### config.mk
export PLATFORM = sky130hd
export DESIGN_NAME = tcb_arbiter
export DESIGN_NICKNAME = d
export VERILOG_FILES = /design/src/rtl/tcb_arbiter.sv
export SDC_FILE = /design/constraint.sdc
export NUM_CORES = 1
export LEC_CHECK = 0
export BUFFER_PORTS_ARGS = -buffer_cell sky130_fd_sc_hd__buf_2
export CAP_MARGIN = 20
export CORE_AREA = 3 3 104 106
export DETAILED_ROUTE_END_ITERATION = 8
export DIE_AREA = 0 0 107 109
export GPL_TIMING_DRIVEN = 0
export SYNTH_ARGS = -nofsm -noshare
export SYNTH_HDL_FRONTEND = slang
export SYNTH_SLANG_ARGS = --single-unit
export TNS_END_PERCENT = 10
### constraint.sdc
create_clock -name clk -period 1.8 [get_ports clk]
set_clock_uncertainty 0.2 [all_clocks]
set_input_delay 0.27 -clock clk [delete_from_list [all_inputs] [get_ports clk]]
set_output_delay 0.27 -clock clk [all_outputs]
set_load 0.03 [all_outputs]
### src/rtl/tcb_arbiter.sv
// tcb_arbiter: round-robin arbiter that shares one TCB subordinate between
// MN TCB managers. One transfer per cycle is issued to the subordinate and
// each response is routed back to the manager that issued it, DLY cycles
// later.
//
// Ports:
//   clk, rst_n         clock, asynchronous active-low reset
//   mng_vld/wen/adr/wdt per-manager request (packed per manager)
//   mng_rdy, mng_err    per-manager ready / error response
//   mng_rdt             read data, broadcast to every manager
//   sub_vld/wen/adr/wdt shared request towards the subordinate
//   sub_rdy/rdt/err     subordinate ready / read data / error
module tcb_arbiter #(
    parameter int MN  = 2,
    parameter int AW  = 32,
    parameter int DW  = 32,
    parameter int DLY = 1
) (
    input  logic                   clk,
    input  logic                   rst_n,
    input  logic [MN-1:0]          mng_vld,
    input  logic [MN-1:0]          mng_wen,
    input  logic [MN-1:0][AW-1:0]  mng_adr,
    input  logic [MN-1:0][DW-1:0]  mng_wdt,
    output logic [MN-1:0]          mng_rdy,
    output logic [DW-1:0]          mng_rdt,
    output logic [MN-1:0]          mng_err,
    output logic                   sub_vld,
    output logic                   sub_wen,
    output logic [AW-1:0]          sub_adr,
    output logic [DW-1:0]          sub_wdt,
    input  logic                   sub_rdy,
    input  logic [DW-1:0]          sub_rdt,
    input  logic                   sub_err
);

    localparam int IW = (MN > 1) ? $clog2(MN) : 1;

    if (MN < 2) begin : g_chk_mn
        $error("tcb_arbiter: MN must be at least 2");
    end
    if (DLY > 4) begin : g_chk_dly
        $error("tcb_arbiter: DLY must be at most 4");
    end

    logic [IW-1:0] r_ptr;      // highest-priority index for the next grant
    logic          r_lck;      // a stalled request owns the bus
    logic [IW-1:0] r_lck_idx;

    logic [IW-1:0] w_gnt;
    logic [IW-1:0] w_idx;
    logic          w_xfer;
    logic          w_out_vld;
    logic [IW-1:0] w_out_idx;

    // Scan from the lowest priority upwards so the first requester in
    // ptr, ptr+1, ... order is the last one written and wins.
    always_comb begin
        w_gnt = r_ptr;
        w_idx = '0;
        if (r_lck) begin
            w_gnt = r_lck_idx;
        end else begin
            for (int k = MN - 1; k >= 0; k--) begin
                w_idx = IW'((int'(r_ptr) + k) % MN);
                if (mng_vld[w_idx]) w_gnt = w_idx;
            end
        end
    end

    assign sub_vld = |mng_vld;
    assign w_xfer  = sub_vld & sub_rdy;
    assign mng_rdt = sub_rdt;

    // Idle bus drives zeros so nothing floats to X downstream.
    always_comb begin
        sub_wen = 1'b0;
        sub_adr = '0;
        sub_wdt = '0;
        if (sub_vld) begin
            sub_wen = mng_wen[w_gnt];
            sub_adr = mng_adr[w_gnt];
            sub_wdt = mng_wdt[w_gnt];
        end
    end

    always_ff @(posedge clk or negedge rst_n) begin
        if (!rst_n) begin
            r_ptr     <= '0;
            r_lck     <= 1'b0;
            r_lck_idx <= '0;
        end else begin
            if (w_xfer) begin
                r_ptr <= (w_gnt == IW'(MN - 1)) ? '0 : w_gnt + IW'(1);
                r_lck <= 1'b0;
            end else if (sub_vld) begin
                // Hold the stalled request so a later, higher-priority
                // request cannot change the address under the subordinate.
                r_lck     <= 1'b1;
                r_lck_idx <= w_gnt;
            end
        end
    end

    if (DLY > 0) begin : g_pipe
        logic [DLY-1:0]         r_vld_pipe;
        logic [DLY-1:0][IW-1:0] r_idx_pipe;

        always_ff @(posedge clk or negedge rst_n) begin
            if (!rst_n) begin
                r_vld_pipe <= '0;
                r_idx_pipe <= '0;
            end else begin
                r_vld_pipe[0] <= w_xfer;
                if (w_xfer) r_idx_pipe[0] <= w_gnt;
                for (int k = 1; k < DLY; k++) begin
                    r_vld_pipe[k] <= r_vld_pipe[k-1];
                    r_idx_pipe[k] <= r_idx_pipe[k-1];
                end
            end
        end

        assign w_out_vld = r_vld_pipe[DLY-1];
        assign w_out_idx = r_idx_pipe[DLY-1];
    end else begin : g_nopipe
        // Zero-delay subordinate answers in the request cycle.
        assign w_out_vld = w_xfer;
        assign w_out_idx = w_gnt;
    end

    for (genvar i = 0; i < MN; i++) begin : g_mng
        assign mng_rdy[i] = w_xfer & (w_gnt == IW'(i));
        assign mng_err[i] = sub_err & w_out_vld & (w_out_idx == IW'(i));
    end

    // A locked manager must keep its request up until it is accepted.
    always @(posedge clk) begin
        if (rst_n && r_lck) assert (mng_vld[r_lck_idx]);
    end

endmodule
==> results.sh, run 1 <==
export IMPL_num_rows=36
export IMPL_gr_total_overflow=0
export IMPL_syn2layout_area_growth_pct=123
export IMPL_fmax_mhz=455
export IMPL_tns_ns=-23.74
export IMPL_max_cap_violations=0
export IMPL_ys_seq_area_share_pct=7.11
export IMPL_crit_required_ns=1.33
export IMPL_placed_cell_area_um2=3360
export IMPL_clock_root_buffer="clkbuf_8"
export IMPL_dp_hpwl_mm=7.85
export IMPL_grt_max_degree=11
export IMPL_layout_commonest_cell="buf_2"
export IMPL_min_path_type="input pin to flop"
export IMPL_grt_pass1_vias=2790
export IMPL_cts_tree="built"
export IMPL_final_period_utilization_pct=122
export IMPL_power_density_nw_per_um2=734
export IMPL_dr_first_iter_drc_count=74
export IMPL_portBuffers=237
export IMPL_grt_pass1_wl_mm=13.8
export IMPL_drv_slew=0
export IMPL_diodes=0
export IMPL_ir_drop_v=0.000373
export IMPL_critPathMaxFanout=10
export IMPL_start_kind="flop"
export IMPL_layout_drive_gt1_share_pct=69.1
export IMPL_synth_area_leaders="mux2i_1 (37%), nand2_1 (28%), buf_4 (14%)"
export IMPL_nNetsFinal=687
export IMPL_end_kind="output pin"
export IMPL_fin_ws_ns=-0.399
export IMPL_total_leakage_power_nw=2.18
export IMPL_relSlewSlack_pct=70.6
export IMPL_syn_num_nets=442
export IMPL_violations="negative setup slack"
export IMPL_fin_hold_ws_ns=0.0979
export IMPL_core_um2=9860
export IMPL_routabilityCongestion=0.799
export IMPL_ys_ff_latch=5
export IMPL_antenna_left=0
export IMPL_cts_sinks=5
export IMPL_drtPass1Iterations=4
export IMPL_worst_slew_pin_slew_ns=0.441
export IMPL_place_ws_ns=-0.619
export IMPL_clk_insertion_delay_late_ns=0.22
export IMPL_status="finished, violations left"
export IMPL_antenna_found_initial=0
export IMPL_numCtsBuffers=3
export IMPL_hold_violations=0
export IMPL_synth_cell_types=17
export IMPL_initial_utilization_pct=17.8
export IMPL_syn_area_per_cell_um2=6.42
export IMPL_post_route_cell_area_um2=3930
export IMPL_die_w_um=107
export IMPL_grt_usage_pct=14.6
export IMPL_htree_levels=1
export IMPL_wirelength_mm=9.39
export IMPL_final_cell_mix="buf_2 (173), nand2_1 (133), buf_4 (60)"
export IMPL_path_class="flop to output pin"
export IMPL_arrival_ns=1.73
export IMPL_drc=0
export IMPL_dr_total_vias=2724
export IMPL_io_pins=270
export IMPL_synth_area_um2=1760
export IMPL_postSynthCellCount=274
export IMPL_yosys_area_top_type_share_pct=37.0
export IMPL_grt_setup_unrepaired="yes"
export IMPL_setup_viol=67
export IMPL_wire_per_inst_um=14.4
export IMPL_clockBufferDepth=2
export IMPL_yosys_area_top_type="mux2i_1"
export IMPL_ys_warn_count=0
export IMPL_post_route_min_period_ns=2.20
export IMPL_cts_clk_slew_worst_paths_ns=0.04
export IMPL_die_area_um2=11700
export IMPL_via_per_inst=4.18
export IMPL_die_h_um=109
-- worst max-delay path, stage by stage (launching register included) --
cell	delay (ns)
dfrtp_1	0.38
a21boi_1	0.15
o31a_1	0.19
buf_12	0.18
buf_12	0.18
mux2i_2	0.24
buf_4	0.19
-- cells in the mapped netlist --
| library cell | number |
|---|---|
| nor2_1 | 3 |
| a21oi_1 | 2 |
| clkbuf_1 | 12 |
| dfrtp_1 | 5 |
| a21boi_1 | 1 |
| nand2_1 | 133 |
| buf_6 | 8 |
| inv_1 | 2 |
| o31a_1 | 1 |
| buf_4 | 32 |
| or2_2 | 1 |
| mux2i_1 | 65 |
| o21a_1 | 1 |
| a31oi_1 | 2 |
| and3_1 | 2 |
| buf_2 | 3 |
| mux2_2 | 1 |
-- area by class of cell --
type                       instances  area, µm²
inverter                           2       7.51
clock buffer                       4       45.0
multi-input combinational        212       1570
sequential                         5        125
fill                            1032       5940
buffer                            55        467
tap                              133        166
timing repair buffer             240       1550
-- power by group --
part	leakage [nW]	switching [W]	internal (W)	total [W]
registers	0.0574	0.0000135	0.000133	0.000146
logic	2.10	0.00132	0.00120	0.00252
clock network	0.0228	0.0000600	0.000152	0.000212
-- sequential cells by signal (all words and copies together) (netlist names) --
register and flops:
g_pipe.r_idx_pipe 1, g_pipe.r_vld_pipe 1, r_lck 1, r_lck_idx 1
r_ptr 1
-- through the flow --
step / power (W) / cells / utilization (%)
final: 0.00288 / 651 / 39.8
after global routing: 0.00303 / 651 / 39.8
after CTS: 0.00283 / 651 / 38.7
after detailed placement: 0.00222 / 644 / 34.0
after global placement: 0.00221 / 644 / 34.0
after floorplan: 0.00165 / 274 / -
-- cell families after synthesis --
kind of cell | count (synthesis) | share of synthesized area (%)
compound gates | 7 | 2.63
mux | 66 | 37.6
flops | 5 | 7.11
simple gates | 139 | 30.1
buf+inv | 57 | 22.6
-- metal layers --
metal / part of all wire (%) / wire length [µm] / vias up / global-route usage [%]
met5: 0 / 0 / - / 0
met4: 1.2 / 116 / 0 / 2.65
met3: 9.7 / 907 / 9 / 2.61
met2: 52 / 4860 / 166 / 27.3
met1: 37 / 3510 / 1214 / 17.6
li1: - / - / 1335 / -
-- repair_timing --
| item | 4_1_cts | 5_1_grt |
|---|---|---|
| gates cloned | 1 | 0 |
| resized for setup | 115 | 26 |
| endpoints found under the setup margin | 67 | 68 |
| hold buffers | 1 | 0 |
| setup buffers | 1 | 0 |
| pin swaps | 2 | 0 |
| endpoints found under the hold margin | 5 | 0 |
-- worst paths after layout --
kind / start / end / slack (ns) / cells past startpoint
worst max-delay path: r_ptr$_DFFE_PN0P_ / sub_wdt[3] / -0.40 / 6
worst min-delay path: sub_rdy / g_pipe.r_idx_pipe$_DFFE_PN0P_ / 0.1 / 2
worst max register to register: r_lck$_DFFE_PN0P_ / r_ptr$_DFFE_PN0P_ / 0.06 / 5
worst min register to register: r_lck$_DFFE_PN0P_ / r_lck$_DFFE_PN0P_ / 0.33 / 1
max in group asynchronous: rst_n / g_pipe.r_vld_pipe$_DFF_PN0_ / 1.07 / 2
min in group asynchronous: rst_n / r_lck_idx$_DFFE_PN0P_ / 0.20 / 2
Note: power is estimated with default switching activity, not from simulation.
==> run 2, diff against run 1 <==
clock period = 1.9 ns   (was 1.8 ns; I/O delays follow)
==> results.sh, run 2 (same netlist as run 1, synthesis figures left out) <==
export IMPL_path_class="flop to output pin"
export IMPL_setup_viol=67
export IMPL_power_density_nw_per_um2=666
export IMPL_wl_met1_mm=2.80
export IMPL_drv_slew=0
export IMPL_dp_hpwl_mm=6.70
export IMPL_cts_tree="built"
export IMPL_end_kind="output pin"
export IMPL_violations="negative setup slack"
export IMPL_grt_pass1_wl_mm=11.4
export IMPL_io_pins=270
export IMPL_startpoint="r_ptr$_DFFE_PN0P_"
export IMPL_clock_root_buffer="clkbuf_8"
export IMPL_wirelength_mm=8.10
export IMPL_r2r_start="r_lck$_DFFE_PN0P_"
export IMPL_combPwrFrac_pct=85.9
export IMPL_worst_slew_pin_slew_ns=0.411
export IMPL_grt_pass1_vias=2560
export IMPL_cts_sinks=5
export IMPL_cpMaxStageDelayCell="dfrtp_1"
export IMPL_met2WireLength_mm=4.61
export IMPL_hold_violations=0
export IMPL_clk_insertion_delay_late_ns=0.22
export IMPL_drc=0
export IMPL_clockBufferDepth=2
export IMPL_wire_per_inst_um=12.4
export IMPL_met3WireLength_um=687
export IMPL_antenna_left=0
export IMPL_worstSetupEndpoint="sub_adr[14]"
export IMPL_nNetsFinal=688
export IMPL_dr_first_iter_drc_count=160
export IMPL_critPathMaxFanout=8
export IMPL_fin_ws_ns=-0.272
export IMPL_path_buf_inv=3
export IMPL_cts_clk_slew_worst_paths_ns=0.04
export IMPL_grt_max_degree=11
export IMPL_die_area_um2=11700
export IMPL_tns_ns=-15.58
export IMPL_antenna_found_initial=0
export IMPL_relSlewSlack_pct=72.6
export IMPL_total_leakage_power_nw=2.26
export IMPL_max_cap_violations=0
export IMPL_die_w_um=107
export IMPL_status="finished, violations left"
export IMPL_via_per_inst=4.09
export IMPL_min_path_type="input pin to flop"
export IMPL_internal_power_w=0.00118
export IMPL_fmax_mhz=460
export IMPL_die_h_um=109
export IMPL_layout_drive_gt1_share_pct=58.8
export IMPL_final_cell_mix="buf_2 (171), nand2_1 (133), buf_4 (97)"
export IMPL_diodes=0
export IMPL_syn2layout_area_growth_pct=101
export IMPL_reg2reg_to="r_lck_idx$_DFFE_PN0P_"
export IMPL_grt_setup_unrepaired="yes"
export IMPL_ir_drop_v=0.000206
export IMPL_htree_levels=1
export IMPL_start_kind="flop"
export IMPL_final_period_utilization_pct=114
export IMPL_routabilityCongestion=0.708
export IMPL_dr_total_vias=2667
export IMPL_crit_family="buffers and inverters"
export IMPL_core_um2=9860
export IMPL_fin_hold_ws_ns=0.104
export IMPL_gr_total_overflow=0
export IMPL_initial_utilization_pct=17.8
export IMPL_layout_commonest_cell="buf_2"
export IMPL_p_clk_share_pct=8.2
export IMPL_r2r_cells=6
export IMPL_seqPwrFrac_pct=5.9
export IMPL_crit_required_ns=1.41
export IMPL_crit_path_cell_trace="a21boi_1, o31a_1, buf_12, buf_8, mux2i_1, buf_4"
export IMPL_post_route_min_period_ns=2.17
export IMPL_p_sw_w=0.00118
export IMPL_path_depth=6
export IMPL_portBuffers=237
export IMPL_place_ws_ns=-0.459
export IMPL_cpPeakStageDelay_ns=0.38
export IMPL_drtPass1Iterations=5
export IMPL_highest_layer="met3"
export IMPL_grt_usage_pct=11.8
export IMPL_arrival_ns=1.69
export IMPL_swShare_pct=50.0
export IMPL_num_rows=36
export IMPL_r2r_setup_slack_ns=0.16
export IMPL_numCtsBuffers=3
## run 2: cell types whose count changed in the layout (fill, tap and decap cells not counted), moves of 5 or more
cell,previous run,this run
clkbuf_2,5,11
clkbuf_1,8,2
buf_6,40,5
mux2i_1,0,59
mux2i_2,56,2
buf_4,60,97
mux2i_4,9,4
## run 2: worst min-delay path by stage
stage          cells after the start                             to  startpoint  slack, ns
6_report                           2  g_pipe.r_idx_pipe$_DFFE_PN0P_     sub_rdy       0.10
5_1_grt                            2  g_pipe.r_idx_pipe$_DFFE_PN0P_     sub_rdy       0.11
4_1_cts                            2  g_pipe.r_idx_pipe$_DFFE_PN0P_     sub_rdy        0.1
2_1_floorplan                      0  g_pipe.r_idx_pipe$_DFFE_PN0P_       rst_n      -0.21
3_5_place_dp                       1    g_pipe.r_vld_pipe$_DFF_PN0_       rst_n      -0.09
3_3_place_gp                       1  g_pipe.r_idx_pipe$_DFFE_PN0P_       rst_n      -0.09
## run 2: cell type report
cell class	instances	area (µm²)
fillers	1036	6330
repair buffers	241	1430
multi-input cells	212	1290
plain buffers	55	469
well taps	133	166
flip-flops and latches	5	125
clock buffers	4	45.0
inverters	2	7.51
## run 2: repair_timing
action | 4_1_cts | 5_1_grt
pin swaps | 3 | 0
gates resized for setup | 94 | 20
cloned | 1 | 0
endpoints found under the setup margin | 67 | 68
endpoints found under the hold margin | 5 | 0
setup buffers | 2 | 0
hold buffers | 1 | 0
## run 2: per-layer routing
layer	vias to the layer above	track usage [%]
met1	1165	12.2
met3	0	1.66
met2	160	25.2
li1	1342	-
met5	-	0
met4	0	1.83
## run 2: power by group through the flow
stage               registers (W)  logic (W)  clock network (W)
floorplan                0.000136    0.00121                  0
global placement         0.000139    0.00169                  0
detailed placement       0.000140    0.00171                  0
CTS                      0.000138    0.00199           0.000196
global route             0.000141    0.00214           0.000207
finish                   0.000139    0.00202           0.000193
## run 2: through the flow
stage / instances / total power (W) / utilization [%] / area, µm²
finish: 652 / 0.00235 / 35.8 / 3530
global route: 652 / 0.00248 / 35.8 / 3530
CTS: 652 / 0.00232 / 35.2 / 3470
detailed placement: 644 / 0.00185 / 31.6 / 3110
global placement: 644 / 0.00183 / 31.6 / 3110
floorplan: 274 / 0.00134 / - / 1760
## run 2: worst register-to-register path, cell delays in order (launching register included)
cell and delay (ns):
dfrtp_1 0.39, o31a_1 0.34, buf_12 0.17, buf_8 0.15, buf_4 0.14, buf_4 0.12, a31oi_1 0.15
